## config.mk

```make
export PLATFORM = sky130hd
export DESIGN_NAME = basket_text_scheduler
export DESIGN_NICKNAME = d
export VERILOG_FILES = /design/src/rtl/basket_text_scheduler.sv
export SDC_FILE = /design/constraint.sdc
export NUM_CORES = 1
export LEC_CHECK = 0
export CAP_MARGIN = 5
export CORE_AREA = 2 2 352 354
export CTS_CLUSTER_DIAMETER = 100
export CTS_CLUSTER_SIZE = 28
export DETAILED_ROUTE_END_ITERATION = 10
export DIE_AREA = 0 0 354 356
export PLACE_DENSITY = 0.55
export SYNTH_ARGS = -nofsm -noshare
export SYNTH_HDL_FRONTEND = slang
export SYNTH_SLANG_ARGS = --single-unit
```

## constraint.sdc

```tcl
create_clock -name CLK -period 3.36 [get_ports CLK]
set_input_delay 0.336 -clock CLK [delete_from_list [all_inputs] [get_ports CLK]]
set_output_delay 0.336 -clock CLK [all_outputs]
set_load 0.02 [all_outputs]
```

## src/rtl/basket_text_scheduler.sv

```systemverilog
// Round-robin line-update scheduler for the 12x9 on-screen text buffer; commits writes only in vertical blanking.
// Optional LINE_ERR_EN adds a sticky line_err flag for acked out-of-range line requests.
module basket_text_scheduler #(
  parameter int                N_REQ        = 2,
  parameter int                LINES        = 12,
  parameter int                CHARS        = 9,
  parameter int                CHAR_W       = 7,
  parameter int                VBLANK_START = 480,
  parameter logic [CHAR_W-1:0] BLANK_CHAR   = 7'h20
) (
  input  logic                             CLK,
  input  logic                             rst_n,
  input  logic [9:0]                       V_counter,
  input  logic [N_REQ-1:0]                 req,
  input  logic [4*N_REQ-1:0]               req_line,
  input  logic [CHARS*CHAR_W*N_REQ-1:0]    req_text,
  output logic [N_REQ-1:0]                 ack,
  input  logic                             clear_all,
  output logic                             busy,
`ifdef LINE_ERR_EN
  output logic                             line_err,
`endif
  output logic [LINES*CHARS*CHAR_W-1:0]    words
);

  localparam int LINE_BITS = CHARS * CHAR_W;
  localparam int PTR_W     = (N_REQ > 1) ? $clog2(N_REQ) : 1;
  localparam logic [LINE_BITS-1:0] BLANK_LINE = {CHARS{BLANK_CHAR}};
  localparam logic [3:0] LAST_LINE = 4'(LINES - 1);
  localparam logic [9:0] VB_START  = 10'(VBLANK_START);

  typedef enum logic [1:0] {IDLE, GRANT, CLEAR} state_t;

  state_t                 state, state_nxt;
  logic                   vblank_q;
  logic [PTR_W-1:0]       rr_ptr, rr_nxt, sel, sel_nxt;
  logic                   clear_pend, clear_pend_nxt;
  logic [3:0]             line_idx, line_idx_nxt;
  logic                   wr_en;
  logic [3:0]             wr_line;
  logic [LINE_BITS-1:0]   wr_data;
  logic [3:0]             sel_line;
  logic [LINE_BITS-1:0]   sel_text;
  logic                   sel_req;

  assign sel_line = req_line[int'(sel)*4 +: 4];
  assign sel_text = req_text[int'(sel)*LINE_BITS +: LINE_BITS];
  assign sel_req  = req[sel];
  assign busy     = (state != IDLE) | clear_pend;

  // First active requester at or after ptr, wrapping around.
  function automatic logic [PTR_W-1:0] rr_pick(input logic [N_REQ-1:0] r,
                                               input logic [PTR_W-1:0] ptr);
    logic [PTR_W-1:0] pick;
    logic             found;
    pick  = ptr;
    found = 1'b0;
    for (int k = 0; k < N_REQ; k++) begin
      int idx;
      idx = (int'(ptr) + k) % N_REQ;
      if (!found && r[idx]) begin
        pick  = PTR_W'(idx);
        found = 1'b1;
      end
    end
    return pick;
  endfunction

  always_comb begin
    state_nxt      = state;
    sel_nxt        = sel;
    rr_nxt         = rr_ptr;
    clear_pend_nxt = clear_pend | clear_all;
    line_idx_nxt   = line_idx;
    wr_en          = 1'b0;
    wr_line        = sel_line;
    wr_data        = sel_text;
    ack            = '0;
    case (state)
      IDLE: begin
        if (clear_all || clear_pend) begin
          state_nxt    = CLEAR;
          line_idx_nxt = 4'd0;
        end else if (|req) begin
          state_nxt = GRANT;
          sel_nxt   = rr_pick(req, rr_ptr);
        end
      end
      GRANT: begin
        if (!sel_req) begin
          state_nxt = IDLE;
        end else if (vblank_q) begin
          ack[sel]  = 1'b1;
          wr_en     = (sel_line <= LAST_LINE);
          rr_nxt    = (int'(sel) == N_REQ - 1) ? '0 : sel + 1'b1;
          state_nxt = IDLE;
        end
      end
      CLEAR: begin
        // A fresh clear_all restarts the sweep from line 0.
        if (clear_all) begin
          line_idx_nxt = 4'd0;
        end else if (vblank_q) begin
          wr_en   = 1'b1;
          wr_line = line_idx;
          wr_data = BLANK_LINE;
          if (line_idx == LAST_LINE) begin
            state_nxt      = IDLE;
            clear_pend_nxt = 1'b0;
          end else begin
            line_idx_nxt = line_idx + 4'd1;
          end
        end
      end
      default: state_nxt = IDLE;
    endcase
  end

`ifdef LINE_ERR_EN
  logic oor_ack, clear_done;
  assign oor_ack    = (state == GRANT) && sel_req && vblank_q && (sel_line > LAST_LINE);
  assign clear_done = (state == CLEAR) && !clear_all && vblank_q && (line_idx == LAST_LINE);

  always_ff @(posedge CLK or negedge rst_n) begin
    if (!rst_n)          line_err <= 1'b0;
    else if (oor_ack)    line_err <= 1'b1;
    else if (clear_done) line_err <= 1'b0;
  end
`endif

  always_ff @(posedge CLK or negedge rst_n) begin
    if (!rst_n) begin
      state      <= IDLE;
      vblank_q   <= 1'b0;
      rr_ptr     <= '0;
      sel        <= '0;
      clear_pend <= 1'b0;
      line_idx   <= 4'd0;
      words      <= {LINES{BLANK_LINE}};
    end else begin
      state      <= state_nxt;
      vblank_q   <= (V_counter >= VB_START);
      rr_ptr     <= rr_nxt;
      sel        <= sel_nxt;
      clear_pend <= clear_pend_nxt;
      line_idx   <= line_idx_nxt;
      // Line 0 occupies the most significant slice of the buffer.
      for (int l = 0; l < LINES; l++) begin
        if (wr_en && (wr_line == 4'(l)))
          words[(LINES-1-l)*LINE_BITS +: LINE_BITS] <= wr_data;
      end
    end
  end

endmodule

```

* Yosys cells after proc, flatten, opt, wreduce, memory -nomap -nowiden
Index checks and enable logic that the tools add are counted.
Word-level totals: output and inout bits 759, flip-flop bits (word level) 766, input port bits 149
Cells by class: $add $sub $neg 3, bitwise logic cells 4, mux-type cells 46, multipliers 1, shift operators 2, order comparisons 6, reduce and logical (&&, ||, !) cells 25, eq/ne operators 22
Operator list (number):
- $mux 63 | 3
- $shiftx 126x8->63 | 1
- $mux 4 | 7
- $mux 1 | 22
- $eq 4x4->1 const B | 5
- $mux 2 | 10
- $eq 4x3->1 const B | 4
- $logic_and 1x1->1 | 14
- $ne 3x3->1 const B | 4
- $ge 10x9->1 const B | 1
- $eq 4x2->1 const B | 2
- $ne 2x2->1 const B | 4
- $pmux 4 s2 | 1
- $shiftx 8x4->4 | 1
- $mul 1x6->7 const B | 1
- $pmux 2 s3 | 1
- $reduce_and 3->1 | 2
- $reduce_and 5->1 | 1
- $add 4x1->4 const B | 1
- $eq 4x1->1 const B | 1
- $le 4x4->1 const B | 1
- $logic_not 4->1 | 1
- $lt 1x2->1 const B | 2
- $reduce_and 4->1 | 1
- 15 further kinds | 18

* Logic depth before layout (Yosys ltp)
Gate-level depths: netlist of run 1.
word-level depth 9, gate-level depth with buffers 10, depth with buffers taken out 8

* Worst setup path after synthesis of run 1
No wires, ideal clock.
path kind register -> register, start point register state[0], end point register words[695], arrival 2.475 ns, path buffers 3, required time 3.235 ns, stages on the path, launching flop included 10, path slack 0.760 ns, path through dfrtp_1 > inv_1 > ha_1 > buf_2 > inv_2 > or4_1 > clkbuf_1 > o32ai_4 > buf_4 > mux2_2
Between the ends: longest elaborated chain between the ends 4
RTL lines:
- from (decl) | RTL line 34 | state_t state, state_nxt;
- from (signal assigned) | RTL line 141 | state <= state_nxt;
- $eq 2x2->1 | RTL line 79 | case (state)
- $mux 4 | RTL line 79
- $logic_not 4->1 | RTL line 149 | if (wr_en && (wr_line == 4'(l)))
- $logic_and 1x1->1 | RTL line 149
- to (signal assigned) | RTL line 139 | words <= {LINES{BLANK_LINE}};
- to (signal, indexed assignment) | RTL line 150 | words[(LINES-1-l)*LINE_BITS +: LINE_BITS] <= wr_data;
- to (decl) | RTL line 23 | output logic [LINES*CHARS*CHAR_W-1:0] words
Parallel ways exist; a longest one is shown, timed or not. A chain may end at the register's enable or synchronous reset.

* Final worst setup path of run 1
start point register sel, end point output port ack[1]
Between the ends: longest elaborated chain between the ends 7
RTL lines:
- from (decl) | RTL line 36 | logic [PTR_W-1:0] rr_ptr, rr_nxt, sel, sel_nxt;
- from (signal assigned) | RTL line 144 | sel <= sel_nxt;
- $lt 1x2->1 (implied by the code) / $ge 1x1->1 (equally long branches) | RTL line 93 | ack[sel] = 1'b1;
- $logic_and 1x1->1 (implied by the code) | RTL line 93
- $mux 1 (implied by the code) | RTL line 93
- $demux 1 s1 | RTL line 93
- $mux 2 | RTL line 92 | end else if (vblank_q) begin
- $mux 2 (*) | RTL line 90 | if (!sel_req) begin
- $mux 2 (*) | RTL line 79
- to (decl) | RTL line 17 | output logic [N_REQ-1:0] ack,
Mark *: on every way between the ends. The rest lies on a longest branch, timed or not. The select of a mux whose other input is x is not followed.

==> metrics.yaml, run 1 <==
fmax_mhz: 338
finalHoldViolCount: 0
grt_start_max_net_pins: 92
nNetsFinal: 3044
setup_slack_ps: 404
crit_family: "buffers and inverters"
synth_edf_count: 0
rsz0062_at_grt: "false"
fillerInstances: 12100
clock_path_buffers: 3
p_leak_nw: 18.4
yosys.area.top_type: "dfrtp_1"
routed_wl_um: 120000
drive_gt1_share_pct: 24.5
stdcell_count: 4563
via_per_inst: 4.55
status: "completed"
power_density_mw_per_mm2: 553
slew_headroom_pct: 40.5
rows: 129
cts_tree: "built"
start_kind: "register"
avgSynthCellArea_um2: 15.3
finalCritPeriodShare_pct: 88.0
cts_buffers: 37
cts.clk_slew.worst_paths_ps: 110
arrival_ps: 2620
crit_chain: "buf_4 -> nand2_1 -> nor2_1 -> clkdlybuf4s50_1"
via_count: 20800
grt_use_total_pct: 18.5
synthesis.nets: 2103
hold_class: "in2async"
seq_area_mm2: 0.0193
fin_util_pct: 34.9
worstSkewPairLatency_ps: 620
antenna_found_initial: 11
wl_per_cell_um: 26.3
tightest_slew_ps: 890
ys_seq_area_share_pct: 64.8
path_class: "reg2out"
gr-total-overflow: 0
dpl.cell_count: 4488
slew_violations: 0
synth_cells: 1950
fin_skew_ps: 35.7
setup_viol_count_final: 0
period_minus_slack_ps: 2960
cts.sinks: 766
pin_count: 908
io_buffer_count: 902
place_congestion: 0.790
required_ps: 3020
coreArea_mm2: 0.123
cpPeakStageDelay_ps: 720
p_total_mw: 23.7
hpwl_um: 86300
initialDrtViolationCount: 1156
drtPass1Iterations: 5
worst_setup_path_end_kind: "primary output"
die_y_um: 356
cts_root_buffer: "clkbuf_16"
ys_seq_elements: 766
synth_ff_type: "dfrtp_1"
async_reset_ff_share_pct: 100
die_x_um: 354
crit_slowest_cell: "clkdlybuf4s50_1"
yosys_warnings: 0
synth_top_cells_by_area: "dfrtp_1, mux2_2, dfstp_2"
netlist_area_mm2: 0.0298
worst-path-max-fanout: 31
synth_top_area_share_pct: 55.3
fp.dieArea_mm2: 0.126
finalSetupTns_ps: 0
peakVddDrop_uv: 357
grt_first_pass_wirelength_um: 168000
synth.distinct_cells: 51
start_util_pct: 24.3
antenna_left: 0
critPathBufInv: 2
area_growth_pct: 43.8
dpl_worst_slack_ps: 170
remaining_drc_errors: 0
multi_input_area_mm2: 0.00993
h-tree-depth: 2
cap_viol_max_count: 0
first_global_vias: 21700
## what timing repair did
item / in CTS / in global routing
endpoints found under the hold margin: 41 / 0
gates resized for setup: 0 / 0
hold buffers: 1 / 0
buffers inserted: 0 / 0
## metrics by stage
| step | instance area, µm² | hold slack, ps |
|---|---|---|
| after floorplan | 29800 | 40.4 |
| after global placement | 41500 | 431 |
| after detailed placement | 41500 | 438 |
| after CTS | 42800 | 295 |
| after global routing | 42800 | 330 |
| final | 42800 | 334 |
## kinds of logic (layout without fill, tap and decap cells)
family	Yosys count	in the layout	synth area share, %
other cells	0	9	0
simple gates	181	181	2.66
flops	766	766	64.8
buf+inv	132	1099	2.25
mux	574	574	21.4
fa+ha+maj	4	4	0.168
compound gates	292	292	8.63
xor+xnor	1	1	0.0294
## flip-flops by register name, summed over array words and instances, names as in the netlist
| signal | count |
|---|---|
| clear_pend | 1 |
| line_idx | 4 |
| rr_ptr | 1 |
| sel | 1 |
| state | 2 |
| vblank_q | 1 |
| words | 756 |
## layout by cell type, fill, tap and decap left out, drive strengths merged, types with 5 or more instances in the layout
master / synthesis / final
a2bb2oi: 37 / 37
diode: 0 / 9
o2bb2ai: 216 / 216
clkbuf: 51 / 53
nor3: 6 / 6
nor2: 72 / 72
mux2: 508 / 508
nand2: 80 / 80
dfstp: 108 / 108
buf: 70 / 121
o21ai: 7 / 7
dfrtp: 658 / 658
clkdlybuf4s50: 0 / 901
mux2i: 66 / 66
nand3: 6 / 6
inv: 11 / 17
o22ai: 5 / 5
## layout make-up
cell class              instances  share of cell area, %
diodes                          9                 0.0526
clock inverters                12                  0.500
flip-flops and latches        766                   45.1
inverters                      11                 0.0965
well taps                    1637                   4.78
clock buffers                  53                   2.40
repair buffers               1023                   23.9
multi-input cells            1052                   23.2
## synthesized netlist by cell type, drive strengths merged (2+ instances only)
library cell  instances
a21o                  3
a21oi                 4
a22oi                 2
a2bb2oi              37
a31oi                 2
buf                  70
clkbuf               51
dfrtp               658
dfstp               108
ha                    4
inv                  11
mux2                508
mux2i                66
nand2                80
nand2b                3
nand3                 6
nand3b                2
nor2                 72
nor2b                 4
nor3                  6
o21ai                 7
o21bai                2
o22a                  3
o22ai                 5
o2bb2ai             216
o32a                  2
o32ai                 3
## worst reg2reg max path, stage by stage, from the launching register on
cell	delay (ps)
dfrtp_1	380
inv_1	70
ha_1	320
inv_2	100
or4_1	710
o32ai_4	310
buf_12	250
buf_12	260
mux2_2	400
## final timing paths
| check | from | endpoint | slack (ps) | cells past startpoint |
|---|---|---|---|---|
| hold / removal | rst_n | words[668]$_DFFE_PN0P_ | 330 | 2 |
| setup reg to reg | state[0]$_DFFE_PN0P_ | words[717]$_DFFE_PN0P_ | 450 | 8 |
| min in group CLK | req[0] | sel$_DFFE_PN0P_ | 360 | 2 |
| hold reg to reg | words[252]$_DFFE_PN0P_ | words[252]$_DFFE_PN0P_ | 500 | 1 |
| max in group asynchronous | rst_n | words[299]$_DFFE_PN1P_ | 1960 | 3 |
| setup / recovery | sel$_DFFE_PN0P_ | ack[1] | 400 | 4 |
## per-layer routing
metal | track usage [%] | vias to the layer above | wire length (µm)
met5 | 0 | - | 13
li1 | - | 8975 | -
met2 | 30.8 | 681 | 58000
met4 | 6.73 | 2 | 4300
met1 | 23.0 | 11000 | 49700
met3 | 4.99 | 161 | 8020
## where the power goes
group	total, mW	switching (mW)	leakage [nW]	internal, mW
combinational	6.92	3.85	7.65	3.07
sequential	10.9	0.562	10.1	10.4
clock	5.79	3.30	0.601	2.49
total	23.7	7.71	18.4	15.9
(Power assumes the default switching activity.)
==> run 2, diff against run 1 <==
- CORE_AREA: 2 2 352 354 -> 2 2 351 353
- DIE_AREA: 0 0 354 356 -> 0 0 353 355
- SLEW_MARGIN: unset -> 40
- clock period: 3.36 -> 3.6 ns (I/O delays scaled with it)
==> run 2 against run 1 <==
Compared with the run above:
- sequential power is 6% lower
- via count down 0.91%
- cell area decreased by 0.19%
- die area shrank 0.56%
- sequential share of layout area up 0.086 points
- clock skew increased by 5.1 ps
- non-clock buffer count down 24
- largest power group unchanged
==> metrics.yaml, run 2 (synthesis gave the netlist of run 1 again) <==
status: "completed"
r2r_cells: 5
finalHoldViolCount: 0
postCtsSetupBuffers: 0
layout_commonest_cell: "clkdlybuf4s50_1"
pin_count: 908
nNetsFinal: 3021
cts_tree: "built"
arrival_ps: 2910
slew_headroom_pct: 43.2
fin_skew_ps: 40.8
required_ps: 3240
largest_registers: "words (756), line_idx (4), state (2)"
place_congestion: 0.797
reg2reg_from: "sel$_DFFE_PN0P_"
initialDrtViolationCount: 1130
setup_slack_ps: 329
fp.dieArea_mm2: 0.125
drive_gt1_share_pct: 24.0
worst_setup_path_end_kind: "primary output"
cts.sinks: 766
remaining_drc_errors: 0
dpl_worst_slack_ps: 402
antenna_found_initial: 6
seq_area_mm2: 0.0193
fillerInstances: 12100
p_leak_nw: 18.3
first_global_vias: 21400
io_buffer_count: 902
r2r-end: "words[348]$_DFFE_PN1P_"
crit_end: "ack[1]"
layout_common_cells: "clkdlybuf4s50_1, dfrtp_1, mux2_2"
worstSkewPairLatency_ps: 630
cts.clk_slew.worst_paths_ps: 110
cts_buffers: 38
via_count: 20600
routed_wl_um: 118000
r2r_slack_ps: 650
fmax_mhz: 306
setup_viol_count_final: 0
area_growth_pct: 43.5
slew_violations: 0
clock_path_buffers: 3
fin_util_pct: 35.2
top_register: "words"
cts_root_buffer: "clkbuf_16"
h-tree-depth: 2
worst-path-max-fanout: 33
hpwl_um: 82700
power_density_mw_per_mm2: 518
start_util_pct: 24.5
antenna_left: 0
via_per_inst: 4.55
finalSetupTns_ps: 0
path_class: "reg2out"
wl_per_cell_um: 26.1
start_kind: "register"
tightest_slew_ps: 849
drtPass1Iterations: 4
period_minus_slack_ps: 3270
largest_reg_flops: 756
multi_input_area_mm2: 0.00993
gr-total-overflow: 0
coreArea_mm2: 0.121
grt_start_max_net_pins: 95
peakVddDrop_uv: 426
finalCritPeriodShare_pct: 90.9
rsz0062_at_grt: "false"
grt_use_total_pct: 18.3
hold_class: "in2async"
grt_first_pass_wirelength_um: 166000
die_x_um: 353
rows: 128
die_y_um: 355
cap_viol_max_count: 0
crit_start: "sel$_DFFE_PN0P_"
[run 2: changes by cell type in the layout (fill, tap and decap cells not counted), moves of 3 or more]
cell / delta
buf_4: -27
clkbuf_16: +6
diode_2: -4
nor2_1: -4
nor2_2: +4
buf_12: +3
bufinv_16: -3
inv_16: -3
inv_8: +3
[run 2: layout make-up]
class	instances	area share (%)
Timing Repair Buffer	999	23.6
Inverter	11	0.0966
Clock buffer	58	2.70
Clock inverter	12	0.410
Multi-Input combinational cell	1052	23.2
Sequential cell	766	45.2
Tap cell	1625	4.76
Antenna cell	5	0.0293
[run 2: worst min-delay path by stage]
stage	startpoint	to	slack [ps]	depth (start not counted)
final	rst_n	words[701]$_DFFE_PN0P_	320	2
after global routing	V_counter[9]	vblank_q$_DFF_PN0_	330	2
after CTS	V_counter[9]	vblank_q$_DFF_PN0_	290	2
after detailed placement	rst_n	words[8]$_DFFE_PN0P_	440	1
after global placement	rst_n	words[8]$_DFFE_PN0P_	430	1
after floorplan	rst_n	clear_pend$_DFF_PN0_	60	0
[run 2: repair_timing]
item | 4_1_cts | 5_1_grt
hold endpoints to repair | 46 | 0
gates resized for setup | 0 | 0
hold buffers | 1 | 0
[run 2: through the flow]
stage                     std cells  instance area (µm²)  power (mW)  hold slack [ps]
after floorplan                1950                29800        13.2             64.4
after CTS                      4523                42700        22.4              291
after detailed placement       4452                41400        16.9              441
final                          4528                42700        22.1              318
after global routing           4524                42700        23.1              326
after global placement         4451                41300        16.8              428
[run 2: report_power, final]
part	switching (mW)	leakage, nW	internal, mW
logic	3.58	7.56	2.82
registers	0.547	10.1	9.69
clock network	3.12	0.638	2.36
total	7.25	18.3	14.9
[run 2: worst max-delay path, stage by stage, from the launching register on]
cell	delay [ps]
dfrtp_4	730
buf_4	600
nand2_1	100
nor2_1	170
clkdlybuf4s50_1	680
[run 2: metal layers]
metal	vias to the layer above	track usage [%]	part of all wire (%)
li1	8915	-	-
met1	10900	23.2	42
met2	638	30.7	49
met3	118	4.40	6.2
met4	2	5.45	2.8
met5	-	0	0.0093
